<file path="config.mk">
export PLATFORM = sky130hd
export DESIGN_NAME = multiplicador
export DESIGN_NICKNAME = d
export VERILOG_FILES = /design/src/rtl/multiplicador_pkg.sv /design/src/rtl/multiplicador_contador.sv /design/src/rtl/multiplicador_ctrl.sv /design/src/rtl/multiplicador.sv
export SDC_FILE = /design/constraint.sdc
export NUM_CORES = 1
export LEC_CHECK = 0
export ABC_AREA = 1
export CORE_UTILIZATION = 55
export CTS_CLUSTER_DIAMETER = 120
export CTS_CLUSTER_SIZE = 24
export DETAILED_ROUTE_END_ITERATION = 8
export PLACE_DENSITY_LB_ADDON = 0.1
export SKIP_LAST_GASP = 1
export SLEW_MARGIN = 10
export SYNTH_ARGS = -nofsm -noshare
export SYNTH_HDL_FRONTEND = slang
export SYNTH_SLANG_ARGS = --single-unit
</file>
<file path="constraint.sdc">
create_clock -name Clk -period 3.5 [get_ports Clk]
set_clock_uncertainty 0.2 [all_clocks]
set_input_delay 0.7 -clock Clk [delete_from_list [all_inputs] [get_ports Clk]]
set_output_delay 0.7 -clock Clk [all_outputs]
set_load 0.05 [all_outputs]
</file>
<file path="src/rtl/multiplicador_pkg.sv">
// ==== multiplicador_pkg: state encoding, default width and counter sizing for multiplicador -- rev 1.0 ====
`default_nettype none

package multiplicador_pkg;

  localparam int unsigned DEFAULT_WIDTH = 16;

  typedef enum logic [1:0] {
    IDLE = 2'd0,
    CALC = 2'd1,
    DONE = 2'd2
  } estado_t;

  // Keeps at least one bit so a WIDTH of 1 still yields a legal vector.
  function automatic int unsigned cnt_width(input int unsigned width);
    return (width > 1) ? $clog2(width) : 1;
  endfunction

endpackage

`default_nettype wire

</file>
<file path="src/rtl/multiplicador_contador.sv">
// ==== multiplicador_contador: iteration counter, K flags the last multiplier bit -- rev 1.0 ====
`default_nettype none

module multiplicador_contador
  import multiplicador_pkg::*;
#(
  parameter int unsigned WIDTH = DEFAULT_WIDTH
) (
  input  logic clk,
  input  logic rst,
  input  logic clr,
  input  logic en,
  output logic K
);

  localparam int unsigned CW = cnt_width(WIDTH);
  localparam logic [CW-1:0] LAST = CW'(WIDTH - 1);

  logic [CW-1:0] intReg;
  logic [CW-1:0] intReg_d;

  assign K = (intReg == LAST);

  // Wrap to zero on the terminal count so the register never exceeds WIDTH-1.
  always_comb begin
    intReg_d = intReg;
    if (clr) begin
      intReg_d = '0;
    end else if (en) begin
      intReg_d = K ? '0 : intReg + 1'b1;
    end
  end

  always_ff @(posedge clk or posedge rst) begin
    if (rst) begin
      intReg <= '0;
    end else begin
      intReg <= intReg_d;
    end
  end

endmodule

`default_nettype wire

</file>
<file path="src/rtl/multiplicador_ctrl.sv">
// ==== multiplicador_ctrl: IDLE/CALC/DONE sequencer for the shift-and-add multiplier -- rev 1.0 ====
`default_nettype none

module multiplicador_ctrl
  import multiplicador_pkg::*;
(
  input  logic clk,
  input  logic rst,
  input  logic st,
  input  logic k,
  output logic idle,
  output logic done,
  output logic load,
  output logic clr,
  output logic en
);

  estado_t estado_atual;
  estado_t estado_prox;

  always_ff @(posedge clk or posedge rst) begin
    if (rst) begin
      estado_atual <= IDLE;
    end else begin
      estado_atual <= estado_prox;
    end
  end

  always_comb begin
    estado_prox = estado_atual;
    idle        = 1'b0;
    done        = 1'b0;
    load        = 1'b0;
    clr         = 1'b0;
    en          = 1'b0;
    unique case (estado_atual)
      IDLE: begin
        idle = 1'b1;
        if (st) begin
          load        = 1'b1;
          clr         = 1'b1;
          estado_prox = CALC;
        end
      end
      CALC: begin
        en = 1'b1;
        if (k) begin
          estado_prox = DONE;
        end
      end
      DONE: begin
        done        = 1'b1;
        estado_prox = IDLE;
      end
      default: begin
        estado_prox = IDLE;
      end
    endcase
  end

endmodule

`default_nettype wire

</file>
<file path="src/rtl/multiplicador.sv">
// ==== multiplicador: sequential unsigned shift-and-add multiplier; MULTIPLICADOR_ASSERT_EN adds sim checks -- rev 1.0 ====
`default_nettype none

module multiplicador
  import multiplicador_pkg::*;
#(
  parameter int unsigned WIDTH = DEFAULT_WIDTH
) (
  input  logic               Clk,
  input  logic               Reset,
  input  logic               St,
  input  logic [WIDTH-1:0]   Multiplicando,
  input  logic [WIDTH-1:0]   Multiplicador,
  output logic               Idle,
  output logic               Done,
  output logic [2*WIDTH-1:0] Produto
);

  logic load;
  logic clr;
  logic en;
  logic k;

  logic [WIDTH-1:0]   m_q;
  logic [WIDTH-1:0]   m_d;
  logic [2*WIDTH:0]   acc_q;
  logic [2*WIDTH:0]   acc_d;
  logic [WIDTH:0]     sum;

  multiplicador_ctrl U1 (
    .clk  (Clk),
    .rst  (Reset),
    .st   (St),
    .k    (k),
    .idle (Idle),
    .done (Done),
    .load (load),
    .clr  (clr),
    .en   (en)
  );

  multiplicador_contador #(
    .WIDTH (WIDTH)
  ) U2 (
    .clk (Clk),
    .rst (Reset),
    .clr (clr),
    .en  (en),
    .K   (k)
  );

  // {carry, A} plus M when Q[0] is set, then the whole accumulator shifts right once.
  always_comb begin
    m_d   = m_q;
    acc_d = acc_q;
    sum   = acc_q[2*WIDTH:WIDTH] + (acc_q[0] ? {1'b0, m_q} : '0);
    if (load) begin
      m_d   = Multiplicando;
      acc_d = {1'b0, {WIDTH{1'b0}}, Multiplicador};
    end else if (en) begin
      acc_d = {1'b0, sum, acc_q[WIDTH-1:1]};
    end
  end

  always_ff @(posedge Clk or posedge Reset) begin
    if (Reset) begin
      m_q   <= '0;
      acc_q <= '0;
    end else begin
      m_q   <= m_d;
      acc_q <= acc_d;
    end
  end

  assign Produto = acc_q[2*WIDTH-1:0];

`ifdef MULTIPLICADOR_ASSERT_EN
  logic [WIDTH-1:0] mult_orig_q;
  logic             done_prev_q;

  always_ff @(posedge Clk or posedge Reset) begin
    if (Reset) begin
      mult_orig_q <= '0;
      done_prev_q <= 1'b0;
    end else begin
      if (load) begin
        mult_orig_q <= Multiplicador;
      end
      done_prev_q <= Done;
    end
  end

  always @(negedge Clk) begin
    if (!Reset) begin
      assert (!(Idle && Done));
      assert (int'(U2.intReg) <= int'(WIDTH) - 1);
      assert (!(Done && done_prev_q));
      if (Done) begin
        assert (Produto == ({{WIDTH{1'b0}}, m_q} * {{WIDTH{1'b0}}, mult_orig_q}));
      end
    end
  end
`endif

endmodule

`default_nettype wire

</file>
* After elaboration in Yosys (flattened, before gate mapping) *
Cells that the tools add are included.

storage, ports and cells
  register bits = 55
  bits in latches = 0
  RAM bits = 0
  memory bits (read-only) = 0
  input port bits = 35
  output and inout bits = 34
  word-level logic and storage cells = 28
  memories kept = 0

cells by class
  add/subtract/negate cells = 2
  multiply operators = 0
  div/mod/pow operators = 0
  magnitude comparators = 0
  equality and inequality tests = 5
  shift operators = 0
  muxes and demuxes = 14
  bitwise gates (word level) = 0
  reductions and logical operators = 3

operators with widths
  kind                   number
  $mux W33               2
  $add A17 B16 Y17       1
  $mux W16               1
  $mux W4                3
  $mux W1                5
  $add A4 B1 Y4 const B  1
  $eq A4 B4 Y1 const B   1
  $mux W2                2
  $pmux W2 S2            1
  $eq A2 B1 Y1 const B   1
  $eq A2 B2 Y1 const B   1
  $logic_not A2 Y1       1
  $ne A2 B1 Y1 const B   1
  $ne A2 B2 Y1 const B   1
  $reduce_and A2 Y1      1
  $reduce_bool A2 Y1     1

* Depth between registers and ports, before layout *
  depth after elaboration = 4
  gate-level depth with buffers = 15
  depth with buffers taken out = 14

* By module *
From an unflattened synthesis, not the netlist that was laid out.

unflattened totals
  cell total of the unflattened synthesis = 434
  area total of the unflattened synthesis = 3395.8 sq um

by module, submodules not included
  module                  times used  cells each  area each (sq um)  sequential area each (sq um)
  multiplicador           1           392         3056.7             1201.2
  multiplicador_contador  1           27          227.7              100.1
  multiplicador_ctrl      1           15          111.4              50.0

* Worst setup path before layout *
No wires, ideal clock.

  path kind = reg2reg
  start point = register acc_q[0]
  end point = register acc_q[27]
  library setup time = 0.118 ns
  arrival time = 2.121 ns
  data required time = 3.182 ns
  path slack = 1.061 ns
  stages on the path, launching flop included = 15
  path buffers = 1
  period minus slack after synthesis = 2.439 ns
  cells stage by stage = dfrtp_1 -> clkbuf_1 -> nand2_1 -> inv_1 -> ha_1 -> inv_1 -> fa_1 -> inv_1 -> nand3_1 -> nand3_1 -> nand3_1 -> nand3_1 -> nand2_1 -> nand3_1 -> nand2_1

on the way
  cells in the longest elaborated chain, start to end = 4

ends and longest elaborated chain
  item                    RTL line             source
  start, declared         multiplicador.sv:26  logic [2*WIDTH:0] acc_q;
  start signal, assigned  multiplicador.sv:68  acc_q <= '0;
  start signal, assigned  multiplicador.sv:71  acc_q <= acc_d;
  $mux W16                multiplicador.sv:56  sum = acc_q[2*WIDTH:WIDTH] + (acc_q[0] ? {1'b0, m_q} : '0);
  $add A17 B16 Y17        multiplicador.sv:56
  $mux W33                multiplicador.sv:60  end else if (en) begin
  $mux W33                multiplicador.sv:57  if (load) begin

No other way between the ends. The select of a mux whose other input is x is not followed.
A chain may end at the register's enable or synchronous reset.

* Worst setup path after layout *
  start point = register acc_q[0]
  end point = output Produto[0]

RTL lines
  item           RTL line             source
  end, declared  multiplicador.sv:16  output logic [2*WIDTH-1:0] Produto

No word-level cell between the ends.

==> results.md <==
* Slew Viols, Final at 0
* Switching Fraction at 52.6%
* Syn avg cell area at 7.19 um2
* Crit path buffers/inverters at 1
* Int Power at 1.98 mW
* Routed wire length at 7430 um
* DIE HEIGHT at 79.0 um
* Crit share post-route at 82.1%
* Seq pwr share at 27.9%
* Total grt overflow at 0
* Critical Path RT at 2600 ps
* Yosys Warn Count at 0
* RSZ-0062 raised after global routing: false
* DR WL/cell at 12.6 um
* Worst Setup Path Type: register to output port
* Status: completed
* Gr busiest metal: met2
* GRT Total Usage at 26.0%
* Max-Cap Viols at 0
* Minimum clock period at 2870 ps
* Met3 Track Usage GR at 5.52%
* Cell Area, Synth at 3260 um2
* P_sw at 2.20 mW
* CP top delay family: buffers and inverters
* Clock-pin slew on the worst setup and hold paths at 100 ps
* Final ANT Viol Nets at 0
* Post CTS Setup Buffer Count at 0
* Drt pass-1 iters at 5
* Detail Placement HPWL at 5490 um
* Leakage at 2.23 nW
* P&R area growth vs syn at 23.8%
* DR vias/cell at 5.13
* Met2 usage at 44.1%
* Initial antenna violation count at 0
* Worst hold path class: register to register
* Post-CTS sizing at 0
* Peak supply drop at 0.589 mV
* N_diodes at 0
* Fmax at 0.348 GHz
* PD cells at 1030 nW/um2
* GPL Wtd Cong at 0.859
* Std-Cell Rows at 27
* DRC violations left at 0
* Clk Latency, worst-skew pair at 310 ps
* Clock Power Share at 8.7%
* Nature of the critical path endpoint: output port
* I/O pins at 69
* First-pass GRT wire length at 12600 um
* Hold Violations, Final at 0
* FILL cells at 463
* Clk buf depth at 2
* Mapped Nets at 507
* Largest net degree at the start of global routing at 33
* Worst hold slack at 290 ps
* Total CTS buffers at 5
* CTS root buffer: clkbuf_8
* Seq cells post-synth at 54
* Multi-input combinational cell area at 1530 um2
* Die outline area at 6250 um2
* Fin Setup TNS at 0 ps
* Clk sinks at 54
* Syn Inst Count at 454
* Max-slew headroom at 60.0%
* Yosys cell types at 31
* Most common cell after layout, fill and taps aside: nand2_1
* Vias in the first global route at 2853
* Initial Util at 58.2%
* CTS H-tree depth at 2
* Worst Path Max Fanout at 18
* Crit-path cells: clkdlybuf4s50_1
* Highest-delay cell along the critical path: clkdlybuf4s50_1
* Via count at 3031
* Width of the chip at 79.0 um
* CORE AREA at 5610 um2
* CTS tree: done
* Combinational Power Share at 63.4%
* Worst Tran Pin Value at 600 ps
* Share of layout cells above drive strength 1 at 3.85%
* PortBufs at 68
* CP max stage delay at 920 ps
* GR Layer Usage met1 at 32.6%
* Initial drt markers at 211
* Crit start category: register
* CP Data Arrival Time at 1970 ps
* # hold bufs at CTS at 0
* Most frequent cells in the layout: nand2_1 (201), inv_1 (72), clkdlybuf4s50_1 (68)
* Net count, final at 572
* Seq/Total Area, Yosys at 41.4%
* Setup violators final at 0
* Register area at 1350 um2
## logic make-up (layout without fill, tap and decap cells)
kind of cell / Yosys count / count (layout) / synth area share, %
flops: 54 / 54 / 41.4
buf+inv: 88 / 153 / 11.7
compound gates: 39 / 39 / 7.90
fa+ha+maj: 18 / 18 / 7.13
simple gates: 254 / 254 / 31.7
xor+xnor: 1 / 1 / 0.268
## metrics by stage
stage | setup slack, ps | cells | cell area, um2 | power [mW] | util (%)
3_3_place_gp | 1030 | 584 | 3960 | 3.76 | 70.5
2_1_floorplan | 1060 | 454 | 3260 | 3.11 | -
5_1_grt | 567 | 591 | 4040 | 4.53 | 72.1
6_report | 628 | 591 | 4040 | 4.18 | 72.1
3_5_place_dp | 997 | 584 | 3960 | 3.81 | 70.5
4_1_cts | 630 | 591 | 4040 | 4.19 | 72.1
## per-layer routing
metal  share of wire (%)  vias up
met5                   0        -
met4                 2.1        0
met3                 5.4       15
met2                  47       98
met1                  45     1384
li1                    -     1534
## worst paths after layout
kind	startpoint	to	slack, ps	cells past startpoint
setup / recovery	acc_q[0]	Produto[0]	630	1
hold / removal	m_q[6]	m_q[6]	290	2
setup reg to reg	acc_q[0]	acc_q[27]	960	13
hold reg to reg	m_q[6]	m_q[6]	290	2
max in group asynchronous	Reset	acc_q[20]	2020	3
min in group asynchronous	Reset	acc_q[9]	490	2
## synthesized netlist by cell type
cell type	n	area, um2
a211oi_1	1	7.51
a21oi_1	9	45.0
a22o_1	1	8.76
a22oi_1	1	7.51
and2_1	1	6.26
buf_2	4	20.0
buf_4	2	15.0
buf_6	5	56.3
clkbuf_1	1	3.75
dfrtp_1	54	1350
fa_1	1	20.0
ha_1	17	213
inv_1	73	274
inv_2	3	11.3
nand2_1	201	754
nand2_2	3	18.8
nand2_4	2	22.5
nand3_1	20	100
nand3b_1	3	22.5
nand4_1	1	6.26
nor2_1	17	63.8
nor2_4	1	11.3
nor3_1	3	15.0
o211ai_1	3	22.5
o21ai_0	7	35.0
o21ai_1	4	20.0
o221ai_1	12	105
o22ai_1	1	6.26
or2_1	1	6.26
or2_2	1	6.26
xor2_1	1	8.76
## state kept, by name, summed over array words and instances, names as in the netlist
register,cells
U1.estado_atual,2
U2.intReg,4
acc_q,32
m_q,16
## worst register-to-register path: cells and delay by family (launching register included)
family | cells | cell delay (ps)
buffers and inverters | 3 | 260
and+or+nand+nor | 8 | 720
DFF | 1 | 740
adders and majority gates | 2 | 500
## layout make-up
cell class	count	share of cell area, %
multi-input cells	312	37.9
flip-flops and latches	54	33.4
repair buffers	70	17.2
inverters	76	7.06
well taps	72	2.23
clock buffers	5	1.70
clock inverters	2	0.433
## power groups by stage
| stage | clock network, mW | logic, mW | registers (mW) |
|---|---|---|---|
| 6_report | 0.362 | 2.65 | 1.17 |
| 5_1_grt | 0.400 | 2.92 | 1.21 |
| 4_1_cts | 0.373 | 2.65 | 1.17 |
| 3_5_place_dp | 0 | 2.64 | 1.17 |
| 3_3_place_gp | 0 | 2.59 | 1.17 |
| 2_1_floorplan | 0 | 1.38 | 1.73 |
(Power assumes the default switching activity.)
==> edit, RTL diff (config.mk and constraints unchanged) <==
Register the output `Produto`, cleared by the reset; this adds one clock of latency there. The other outputs are not delayed to match.
--- a/src/rtl/multiplicador.sv
+++ b/src/rtl/multiplicador.sv
@@ -72,7 +72,13 @@
     end
   end
 
-  assign Produto = acc_q[2*WIDTH-1:0];
+  always_ff @(posedge Clk or posedge Reset) begin
+    if (Reset) begin
+      Produto <= '0;
+    end else begin
+      Produto <= acc_q[2*WIDTH-1:0];
+    end
+  end
 
 `ifdef MULTIPLICADOR_ASSERT_EN
   logic [WIDTH-1:0] mult_orig_q;
Formal check against the unedited RTL: not equivalent (a bounded check fails within 4 cycles, from zero or initial values and one cycle with Reset high).
==> edit against the original RTL <==
- via count grew 12%
- non-clock buffer count is the same
- combinational power grew 2%
- critical path depth grew 1
- power grew 22%
- synthesized area grew 24%
- routed wire length grew 22%
- worst setup slack gained 210 ps
- sequential cell count grew 32
- design area grew 23%
- clock power grew 74%
- critical path type unchanged
==> edit: results (changes against the original RTL) <==
stage	metric	value	unit	change
placed_design	Placed Cells	639		+9.4%
outcome	status	finished clean		
global_route	largest net degree at the start of global routing	38		+15%
finish	Antenna Cells	0		unchanged
power_and_ir_drop	Peak VDD IR	0.000552	V	-6.2%
global_route	first-pass GRT wire length	15.5	mm	+23%
logic_synthesis	Post-synth top cells	nand2_1, dfrtp_1, inv_1, nand3_1		
setup_path	critical path fanouts, max	3		-15
sta	hold_ws	178	ps	-112 ps
setup_path	CP max stage delay	820	ps	-100 ps
cts	Skew-Pair Late Insertion Delay	350	ps	+40 ps
finish	Post-layout nets	607		+6.1%
cts	CTS buffer count	9		+4
sta	Slew @ Worst Pin	590	ps	-10.1 ps
cts	CTS clock-pin slew for the worst setup and hold paths	80	ps	-20 ps
logic_synthesis	number of synthesis warnings	0		unchanged
power_and_ir_drop	Combinational Power Share	53.4	%	-10 points
logic_synthesis	ranking of synthesized cells by area	dfrtp_1, nand2_1, inv_1		
route	drt first pass iters	4		-1
logic_synthesis	Yosys cell types	28		-9.7%
global_route	vias in the first global route	3419		+20%
cts	H-tree depth	3		+1
power_and_ir_drop	combinational power	2.71	mW	+2%
placed_design	RD Place Congestion	0.880		+2.4%
finish	biggest registers after layout	Produto (32), acc_q (32), m_q (16)		
sta	Fin Setup TNS	0	ps	unchanged
route	Avg Vias per Cell	5.19		+1.1%
logic_synthesis	sequential area share after synthesis	53.3	%	+12 points
route	WL/cell	13.8	um	+10%
route	1st-iter DRT viols	217		+2.8%
placed_design	hpwl dp	6.58	mm	+20%
finish	share of layout cells above drive strength 1	4.47	%	+0.62 points
sta	Final Critical Period	2660	ps	-213 ps
placed_design	Cell Area, Placed	0.00480	mm2	+21%
setup_path	r2r setup slk	1000	ps	+40 ps
logic_synthesis	Mean Syn Cell Area	8.34	um2	+16%
finish	Fillers	572		+24%
logic_synthesis	Mapped Nets	537		+5.9%
placed_design	port bufs	68		unchanged
global_route	GRT Total Usage	26.8	%	+0.76 points
power_and_ir_drop	P_leak	2.66	nW	+19%
power_and_ir_drop	Clk power	630	uW	+74%
power_and_ir_drop	internal power	2.66	mW	+34%
finish	final non-filler cell total	655		+11%
==> edit: cell count changes in the layout (fill, tap and decap cells not counted), sizes merged, moves of 2 or more <==
cell,delta
nand3,+2
a21oi,+4
dfrtp,+32
o21ai,-2
inv,-4
clkinv,+3
clkbuf,+7
o221ai,+2
nand2,-3
==> edit: path summary, 6_finish.rpt <==
kind	startpoint	end	depth (start not counted)
worst max-delay path	U1.estado_atual[0]	Idle	2
worst min-delay path	acc_q[6]	Produto[6]	0
worst max register to register	acc_q[0]	acc_q[31]	14
worst min register to register	acc_q[6]	Produto[6]	0
max in group asynchronous	Reset	Produto[27]	3
min in group asynchronous	Reset	acc_q[17]	2
==> edit: cell families (layout without fill, tap and decap cells) <==
logic type	after synthesis	in the layout	share of synthesized area [%]
xor+xnor	1	1	0.217
buf+inv	85	160	8.59
compound gates	40	40	6.51
fa+ha+maj	18	18	5.77
flops	86	86	53.3
simple gates	254	254	25.6
==> edit: final cells by class <==
class / instances / area, um2 / share of cell area [%]
clock buffer: 12 / 145 / 2.92
timing repair buffer: 70 / 708 / 14.2
tap: 96 / 120 / 2.42
clock inverter: 4 / 30.0 / 0.604
sequential: 86 / 2150 / 43.3
multi-input combinational: 313 / 1540 / 30.9
inverter: 74 / 282 / 5.66
==> edit: per-layer routing <==
metal	part of all wire, %	global-route usage [%]	up-vias
met3	5.5	4.62	21
met5	0	0	-
met2	47	43.9	107
li1	-	-	1642
met1	45	34.6	1627
met4	2.7	13.1	0
==> edit: worst reg2reg max path, delay by kind of cell, from the launching register on <==
| kind | cells | cell delay (ps) |
|---|---|---|
| flops | 1 | 680 |
| fa+ha+maj | 2 | 520 |
| buf+inv | 3 | 250 |
| simple gates | 9 | 790 |
